==> config.mk <==
export PLATFORM = sky130hd
export DESIGN_NAME = bsg_dfi_cmd_decoder
export DESIGN_NICKNAME = d
export VERILOG_FILES = /design/src/rtl/bsg_dfi_pkg.sv /design/src/rtl/bsg_dfi_bank_tracker.sv /design/src/rtl/bsg_fifo_1r1w_small.sv /design/src/rtl/bsg_dfi_cmd_decoder.sv
export SDC_FILE = /design/constraint.sdc
export NUM_CORES = 1
export LEC_CHECK = 0
export ABC_AREA = 1
export CORE_ASPECT_RATIO = 1.75
export CORE_MARGIN = 5
export CORE_UTILIZATION = 60
export DETAILED_ROUTE_END_ITERATION = 7
export DONT_BUFFER_PORTS = 1
export PLACE_DENSITY_LB_ADDON = 0.05
export RECOVER_POWER = 25
export SYNTH_ARGS = -nofsm -noshare
export SYNTH_HDL_FRONTEND = slang
export SYNTH_SLANG_ARGS = --single-unit
export TNS_END_PERCENT = 50
==> constraint.sdc <==
create_clock -name clk_i -period 7.25 [get_ports clk_i]
set_input_delay 1.0875 -clock clk_i [delete_from_list [all_inputs] [get_ports clk_i]]
set_output_delay 1.0875 -clock clk_i [all_outputs]
set_load 0.02 [all_outputs]
==> src/rtl/bsg_dfi_pkg.sv <==
// Shared types for the DFI command decoder: packed command layout,
// DDR3 command enum, decode helper and memory-request header.
package bsg_dfi_pkg;

    typedef struct packed {
        logic [2:0]  bank;
        logic [15:0] addr;
        logic        cke;
        logic        cs_n;
        logic        ras_n;
        logic        cas_n;
        logic        we_n;
        logic        reset_n;
        logic        odt;
    } bsg_dfi_cmd_s;

    typedef enum logic [2:0] {
        ACT, RD, WR, PRE, REF, MRS, ZQ, NOP
    } bsg_ddr_cmd_e;

    typedef struct packed {
        logic        we;
        logic [2:0]  bank;
        logic [15:0] row;
        logic [9:0]  col;
    } bsg_dfi_mem_hdr_s;

    // key = {cs_n, ras_n, cas_n, we_n}; deselected commands fold into NOP
    function automatic bsg_ddr_cmd_e bsg_ddr_decode(input logic [3:0] key);
        bsg_ddr_cmd_e c;
        c = NOP;
        unique case (1'b1)
            key[3]:           c = NOP;
            key == 4'b0011:   c = ACT;
            key == 4'b0010:   c = PRE;
            key == 4'b0101:   c = RD;
            key == 4'b0100:   c = WR;
            key == 4'b0001:   c = REF;
            key == 4'b0000:   c = MRS;
            key == 4'b0110:   c = ZQ;
            key == 4'b0111:   c = NOP;
            default:          c = NOP;
        endcase
        return c;
    endfunction

endpackage

==> src/rtl/bsg_dfi_bank_tracker.sv <==
// Per-bank open flag and active row, updated by ACT/PRE, flags misuse.
module bsg_dfi_bank_tracker
    import bsg_dfi_pkg::*;
(
    input  logic         clk_i,
    input  logic         reset_n_i,
    input  logic         v_i,
    input  bsg_ddr_cmd_e cmd_i,
    input  logic [2:0]   bank_i,
    input  logic [15:0]  addr_i,
    output logic [15:0]  row_o,
    output logic         err_o
);
    logic [7:0]  open_r;
    logic [15:0] row_r [8];

    assign row_o = row_r[bank_i];
    assign err_o = v_i & (((cmd_i == ACT) & open_r[bank_i])
                 | (((cmd_i == RD) | (cmd_i == WR)) & ~open_r[bank_i]));

    always_ff @(posedge clk_i or negedge reset_n_i) begin
        if (!reset_n_i) begin
            open_r <= '0;
            for (int i = 0; i < 8; i++) row_r[i] <= '0;
        end else if (v_i) begin
            if (cmd_i == ACT) begin
                open_r[bank_i] <= 1'b1;
                row_r[bank_i]  <= addr_i;
            end else if (cmd_i == PRE) begin
                if (addr_i[10]) open_r <= '0;
                else            open_r[bank_i] <= 1'b0;
            end
        end
    end

endmodule

==> src/rtl/bsg_fifo_1r1w_small.sv <==
// Small one-read one-write FIFO with valid/ready push and valid/yumi pop.
module bsg_fifo_1r1w_small #(
    parameter int width_p = 8,
    parameter int els_p   = 8
) (
    input  logic               clk_i,
    input  logic               reset_n_i,
    input  logic               v_i,
    input  logic [width_p-1:0] data_i,
    output logic               ready_o,
    output logic               v_o,
    output logic [width_p-1:0] data_o,
    input  logic               yumi_i
);
    localparam int ptr_w_lp = (els_p > 1) ? $clog2(els_p) : 1;
    localparam int cnt_w_lp = $clog2(els_p + 1);

    logic [width_p-1:0]  mem_r [els_p];
    logic [ptr_w_lp-1:0] wptr_r, rptr_r;
    logic [cnt_w_lp-1:0] cnt_r;
    logic                push, pop;

    function automatic logic [ptr_w_lp-1:0] nxt(input logic [ptr_w_lp-1:0] p);
        return (p == ptr_w_lp'(els_p - 1)) ? '0 : p + 1'b1;
    endfunction

    assign ready_o = (cnt_r != cnt_w_lp'(els_p));
    assign v_o     = (cnt_r != '0);
    assign data_o  = mem_r[rptr_r];
    assign push    = v_i & ready_o;
    assign pop     = yumi_i & v_o;

    always_ff @(posedge clk_i) begin
        if (push) mem_r[wptr_r] <= data_i;
    end

    always_ff @(posedge clk_i or negedge reset_n_i) begin
        if (!reset_n_i) begin
            wptr_r <= '0;
            rptr_r <= '0;
            cnt_r  <= '0;
        end else begin
            if (push) wptr_r <= nxt(wptr_r);
            if (pop)  rptr_r <= nxt(rptr_r);
            cnt_r <= cnt_r + cnt_w_lp'(push) - cnt_w_lp'(pop);
        end
    end

endmodule

==> src/rtl/bsg_dfi_cmd_decoder.sv <==
// Decodes DFI DDR3 commands into off-chip read/write requests and
// buffers returned read beats, with credit-based read admission.
module bsg_dfi_cmd_decoder
    import bsg_dfi_pkg::*;
#(
    parameter int dq_data_width_p = 32,
    parameter int burst_beats_p   = 4,
    parameter int rd_fifo_els_p   = 8
) (
    input  logic                         clk_i,
    input  logic                         reset_n_i,
    input  logic                         cmd_v_i,
    input  logic [25:0]                  cmd_data_i,
    output logic                         cmd_ready_o,
    input  logic                         wr_v_i,
    input  logic [2*dq_data_width_p+dq_data_width_p/4-1:0] wr_data_i,
    output logic                         wr_ready_o,
    output logic                         rd_v_o,
    output logic [2*dq_data_width_p-1:0] rd_data_o,
    input  logic                         rd_yumi_i,
    output logic                         mem_req_v_o,
    output logic [30+2*dq_data_width_p+dq_data_width_p/4-1:0] mem_req_o,
    input  logic                         mem_req_ready_i,
    input  logic                         mem_resp_v_i,
    input  logic [2*dq_data_width_p-1:0] mem_resp_data_i,
    output logic                         error_o
);
    localparam int beat_w_lp = 2*dq_data_width_p + dq_data_width_p/4;
    localparam int bc_w_lp   = (burst_beats_p > 1) ? $clog2(burst_beats_p) : 1;
    localparam int cred_w_lp = $clog2(rd_fifo_els_p + 1);

    typedef enum logic [1:0] {IDLE, RD_ISSUE, WR_BEAT} state_e;

    state_e               state_r;
    logic [1:0]           rst_sync_r;
    logic                 rst_n;
    logic [2:0]           bank_r;
    logic [15:0]          row_r;
    logic [9:0]           col_r;
    logic [bc_w_lp-1:0]   beat_cnt_r;
    logic [cred_w_lp-1:0] credits_r;
    logic                 error_r;

    bsg_dfi_cmd_s     cmd;
    bsg_ddr_cmd_e     ddr_cmd;
    bsg_dfi_mem_hdr_s hdr;
    logic             cmd_fire, rd_block, is_access, in_wr;
    logic             rd_launch, req_fire, rd_pop;
    logic             trk_err, push_err, pop_err, fifo_ready;
    logic [15:0]      trk_row;
    logic             unused_cmd_bits;

    // Async assert, synchronous release for everything downstream
    always_ff @(posedge clk_i or negedge reset_n_i) begin
        if (!reset_n_i) rst_sync_r <= '0;
        else            rst_sync_r <= {rst_sync_r[0], 1'b1};
    end
    assign rst_n = rst_sync_r[1];

    assign cmd             = cmd_data_i;
    assign ddr_cmd         = bsg_ddr_decode({cmd.cs_n, cmd.ras_n,
                                             cmd.cas_n, cmd.we_n});
    assign unused_cmd_bits = &{1'b0, cmd.cke, cmd.reset_n, cmd.odt};

    assign in_wr     = (state_r == WR_BEAT);
    assign is_access = (ddr_cmd == RD) | (ddr_cmd == WR);
    assign rd_block  = (ddr_cmd == RD)
                     & (credits_r < cred_w_lp'(burst_beats_p));
    assign cmd_ready_o = rst_n & (state_r == IDLE) & ~rd_block;
    assign cmd_fire    = cmd_v_i & cmd_ready_o;

    assign wr_ready_o  = in_wr & mem_req_ready_i;
    assign mem_req_v_o = (state_r == RD_ISSUE) | (in_wr & wr_v_i);
    assign req_fire    = mem_req_v_o & mem_req_ready_i;
    assign rd_launch   = (state_r == RD_ISSUE) & mem_req_ready_i;

    always_comb begin
        hdr.we   = in_wr;
        hdr.bank = bank_r;
        hdr.row  = row_r;
        hdr.col  = in_wr ? col_r + 10'({beat_cnt_r, 1'b0}) : col_r;
    end
    assign mem_req_o = {hdr, in_wr ? wr_data_i : beat_w_lp'(0)};

    bsg_dfi_bank_tracker u_banks (
        .clk_i     (clk_i),
        .reset_n_i (rst_n),
        .v_i       (cmd_fire),
        .cmd_i     (ddr_cmd),
        .bank_i    (cmd.bank),
        .addr_i    (cmd.addr),
        .row_o     (trk_row),
        .err_o     (trk_err)
    );

    bsg_fifo_1r1w_small #(
        .width_p (2*dq_data_width_p),
        .els_p   (rd_fifo_els_p)
    ) u_rd_fifo (
        .clk_i     (clk_i),
        .reset_n_i (rst_n),
        .v_i       (mem_resp_v_i),
        .data_i    (mem_resp_data_i),
        .ready_o   (fifo_ready),
        .v_o       (rd_v_o),
        .data_o    (rd_data_o),
        .yumi_i    (rd_pop)
    );

    assign rd_pop   = rd_yumi_i & rd_v_o;
    assign pop_err  = rd_yumi_i & ~rd_v_o;
    assign push_err = mem_resp_v_i & ~fifo_ready;
    assign error_o  = error_r;

    always_ff @(posedge clk_i or negedge rst_n) begin
        if (!rst_n) begin
            state_r    <= IDLE;
            bank_r     <= '0;
            row_r      <= '0;
            col_r      <= '0;
            beat_cnt_r <= '0;
            credits_r  <= cred_w_lp'(rd_fifo_els_p);
            error_r    <= 1'b0;
        end else begin
            credits_r <= credits_r + cred_w_lp'(rd_pop)
                       - (rd_launch ? cred_w_lp'(burst_beats_p) : '0);
            if (trk_err | push_err | pop_err) error_r <= 1'b1;
            unique case (state_r)
                IDLE: begin
                    if (cmd_fire & is_access) begin
                        bank_r     <= cmd.bank;
                        row_r      <= trk_row;
                        col_r      <= cmd.addr[9:0];
                        beat_cnt_r <= '0;
                        state_r    <= (ddr_cmd == RD) ? RD_ISSUE : WR_BEAT;
                    end
                end
                RD_ISSUE: begin
                    if (mem_req_ready_i) state_r <= IDLE;
                end
                WR_BEAT: begin
                    if (req_fire) begin
                        beat_cnt_r <= beat_cnt_r + 1'b1;
                        if (beat_cnt_r == bc_w_lp'(burst_beats_p - 1))
                            state_r <= IDLE;
                    end
                end
                default: state_r <= IDLE;
            endcase
        end
    end

endmodule
==> flow_metrics.tcl <==
set metrics [dict create \
    std_cell_rows 107 \
    outcome "complete, no violations" \
    path_class "flip-flop to primary output" \
    drt-initial-drc-count 1784 \
    cts-buffers-inserted 58 \
    die_h_microns 303.8 \
    drc_errors 0 \
    postSynthCellCount 2888 \
    synth_area_per_cell_sq_um 10.24 \
    r2r_slack_ns 3.93 \
    crit_buf_inv 2 \
    cp_slowest_cell "dfrtp_4" \
    cp-end-kind "primary output" \
    placed_cell_area_sq_um 29940 \
    clk_pin_slew_worst_paths_ns 0.07 \
    grt_overflow 0 \
    leakagePower_uw 0.01303 \
    fin_crit_sh_pct 67.42 \
    reg2reg_from "u_rd_fifo.cnt_r[2]$_DFF_PN0_" \
    ys_warn_count 0 \
    cts_buffer_depth 3 \
    cts.sink_count 698 \
    ys_ff_latch 698 \
    rsz0062_at_grt "false" \
    coreArea_sq_um 48730 \
    insertion_delay_ns 0.61 \
    arrival_ns 3.80 \
    finalSetupViolations 0 \
    ant_nets 0 \
    startpoint_type "flip-flop" \
    grt_util_all_layers_pct 27.18 \
    crit_required_ns 6.16 \
    cap_viol_max_count 0 \
    grt_pass1_wl_microns 113300 \
    hold_viol 0 \
    yosysUniqueCellTypes 35 \
    path_delay_family "buffers and inverters" \
    peakVddDrop_uv 305.5 \
    finClkSkew_ns 0.01995 \
    finalPower_uw 12040 \
    htree_num_levels 2 \
    grt_max_degree 216 \
    dieArea_sq_um 54030 \
    rr_worst_depth 8 \
    final_max_slew_viol_count 0 \
    worstReg2RegEnd "u_rd_fifo.mem_r[5][59]$_DFFE_PP_" \
    synthesis.nets 3078 \
    finalNetCount 2996 \
    routabilityCongestion 0.8902 \
    p_per_area_nw_per_um2 376.7 \
    vias 20170 \
    post_drt_wl_per_cell_microns 21.29 \
    first_pass_iters 6 \
    dp_hpwl_microns 44300 \
    areaGrowthSynthToFinish_pct 7.980 \
    num-fill-cells 3763 \
    path_cells "inv_4, buf_4, a21oi_1, a31oi_1" \
    io_buffers 0 \
    antenna_found_initial 3 \
    cts_tree "built" \
    cts-root-buf "clkbuf_16" \
    fin_area_sq_um 31950 \
    ctsResizeCount 0 \
    start_util_pct 60.71 \
    synth_area_sq_um 29590 \
    slowest_delay_ns 0.83 \
    fmax_mhz 204.6 \
    cp.depth 4 \
    critPathMaxFanout 74 \
    post_cts_buffers 0 \
    synth_seq_area_share_pct 67.70 \
    min_period_ns 4.888 \
    relSlewSlack_pct 14.09 \
    fin_setup_tns_ns 0 \
    hp-class "input pin to async pin" \
    pin_count 340 \
    via_per_inst 5.746 \
    tightest_slew_ns 1.286 \
    hold_buffers 0 \
    die_w_microns 177.9 \
    grt_pass1_vias 19950 \
    utilization_pct 65.56 \
    routed_wl_microns 74720 \
    drive_above_1_share_pct 5.569 \
]
[Yosys cell counts]
library cell    n  area, sq um
xor2_1          9        78.83
inv_6           1        8.760
a21oi_1       104        520.5
nor3_1          4        20.02
inv_2           1        3.750
nor2_1        422         1584
nor2_4          8        90.09
a31oi_1        64        400.4
o21a_1          1        7.510
buf_2          30        150.1
xnor2_1         3        26.28
nand2_4         8        90.09
fa_1            2        40.04
nand2_1       881         3307
nor3b_4         1        18.77
buf_1          29        108.9
clkinv_1        2        7.510
buf_6           8        90.09
ha_1           19        237.7
a211o_1         1        8.760
dfrtp_1       185         4629
inv_1         130        488.0
nand4_4         1        21.27
o21ai_1         3        15.01
dfstp_2         1        26.28
clkbuf_1       91        341.6
edfxtp_1      512        15370
a22oi_1         3        22.52
nand3_1        36        180.2
buf_4          10        75.07
nor3_2          2        20.02
or2_2           7        43.79
nand4_1         3        18.77
o21ai_0       305         1526
conb_1          1        3.750
[metrics by stage]
stage	std cells	worst slack [ns]	hold slack (ns)
finish	3510	2.362	0.1822
global route	3509	2.151	0.1555
CTS	3509	2.346	0.1586
detailed placement	3400	2.979	0.3441
global placement	3400	2.951	0.3404
floorplan	2888	0.9519	0.3312
[cell usage in the layout, fill, tap and decap left out, drive strengths merged, types with 7 or more instances in the layout]
master,n
a21oi,104
clkinv,23
dfrtp,185
bufinv,11
nand3,36
ha,19
buf,26
or2,7
inv,132
o21ai,308
nor2,430
xor2,9
a31oi,64
nand2,889
edfxtp,512
clkbuf,71
[layer usage]
metal / GRT usage, % / vias up / share of wire, %
li1: - / 9423 / -
met2: 48.45 / 741 / 52
met5: 0 / - / 0.032
met1: 30.50 / 9818 / 36
met4: 11.09 / 4 / 4.3
met3: 7.333 / 183 / 8.0
[cells by family after synthesis]
| logic type | Yosys count | synth area share [%] |
|---|---|---|
| compound gates | 481 | 8.454 |
| xor+xnor | 12 | 0.3553 |
| fa+ha+maj | 21 | 0.9389 |
| flops | 698 | 67.70 |
| buf+inv | 302 | 4.305 |
| other cells | 1 | 0.01267 |
| simple gates | 1373 | 18.23 |
[final cells by class]
type | count | area (sq um) | share of cell area [%]
Inverter | 134 | 515.5 | 1.614
Tap cell | 654 | 818.3 | 2.561
Clock inverter | 38 | 481.7 | 1.508
Antenna cell | 1 | 2.502 | 0.007833
Timing Repair Buffer | 26 | 220.2 | 0.6893
Sequential cell | 698 | 20040 | 62.74
Clock buffer | 71 | 1521 | 4.762
Multi-Input combinational cell | 1888 | 8344 | 26.12
[state kept, by name, summed over array words and instances, names as in the netlist, 3 cells and up]
register          count
row_r                16
u_rd_fifo.wptr_r      3
u_rd_fifo.rptr_r      3
col_r                10
u_rd_fifo.cnt_r       4
bank_r                3
credits_r             4
u_banks.open_r        8
u_banks.row_r       128
u_rd_fifo.mem_r     512
[power breakdown]
group          internal, uW  switching (uW)
Clock                  1880            1380
Sequential             4860             290
Combinational           800            2830
Total                  7540            4490
[how the worst max path moves through the flow]
stage                                    startpoint            end  slack [ns]
finish              u_rd_fifo.rptr_r[1]$_DFFE_PN0P_  rd_data_o[10]        2.36
global route        u_rd_fifo.rptr_r[1]$_DFFE_PN0P_  rd_data_o[31]        2.15
CTS                 u_rd_fifo.rptr_r[1]$_DFFE_PN0P_  rd_data_o[10]        2.35
detailed placement  u_rd_fifo.rptr_r[1]$_DFFE_PN0P_  rd_data_o[10]        2.98
global placement    u_rd_fifo.rptr_r[1]$_DFFE_PN0P_  rd_data_o[19]        2.95
floorplan                   rst_sync_r[1]$_DFF_PN0_    cmd_ready_o        0.95
(Power assumes the default switching activity.)
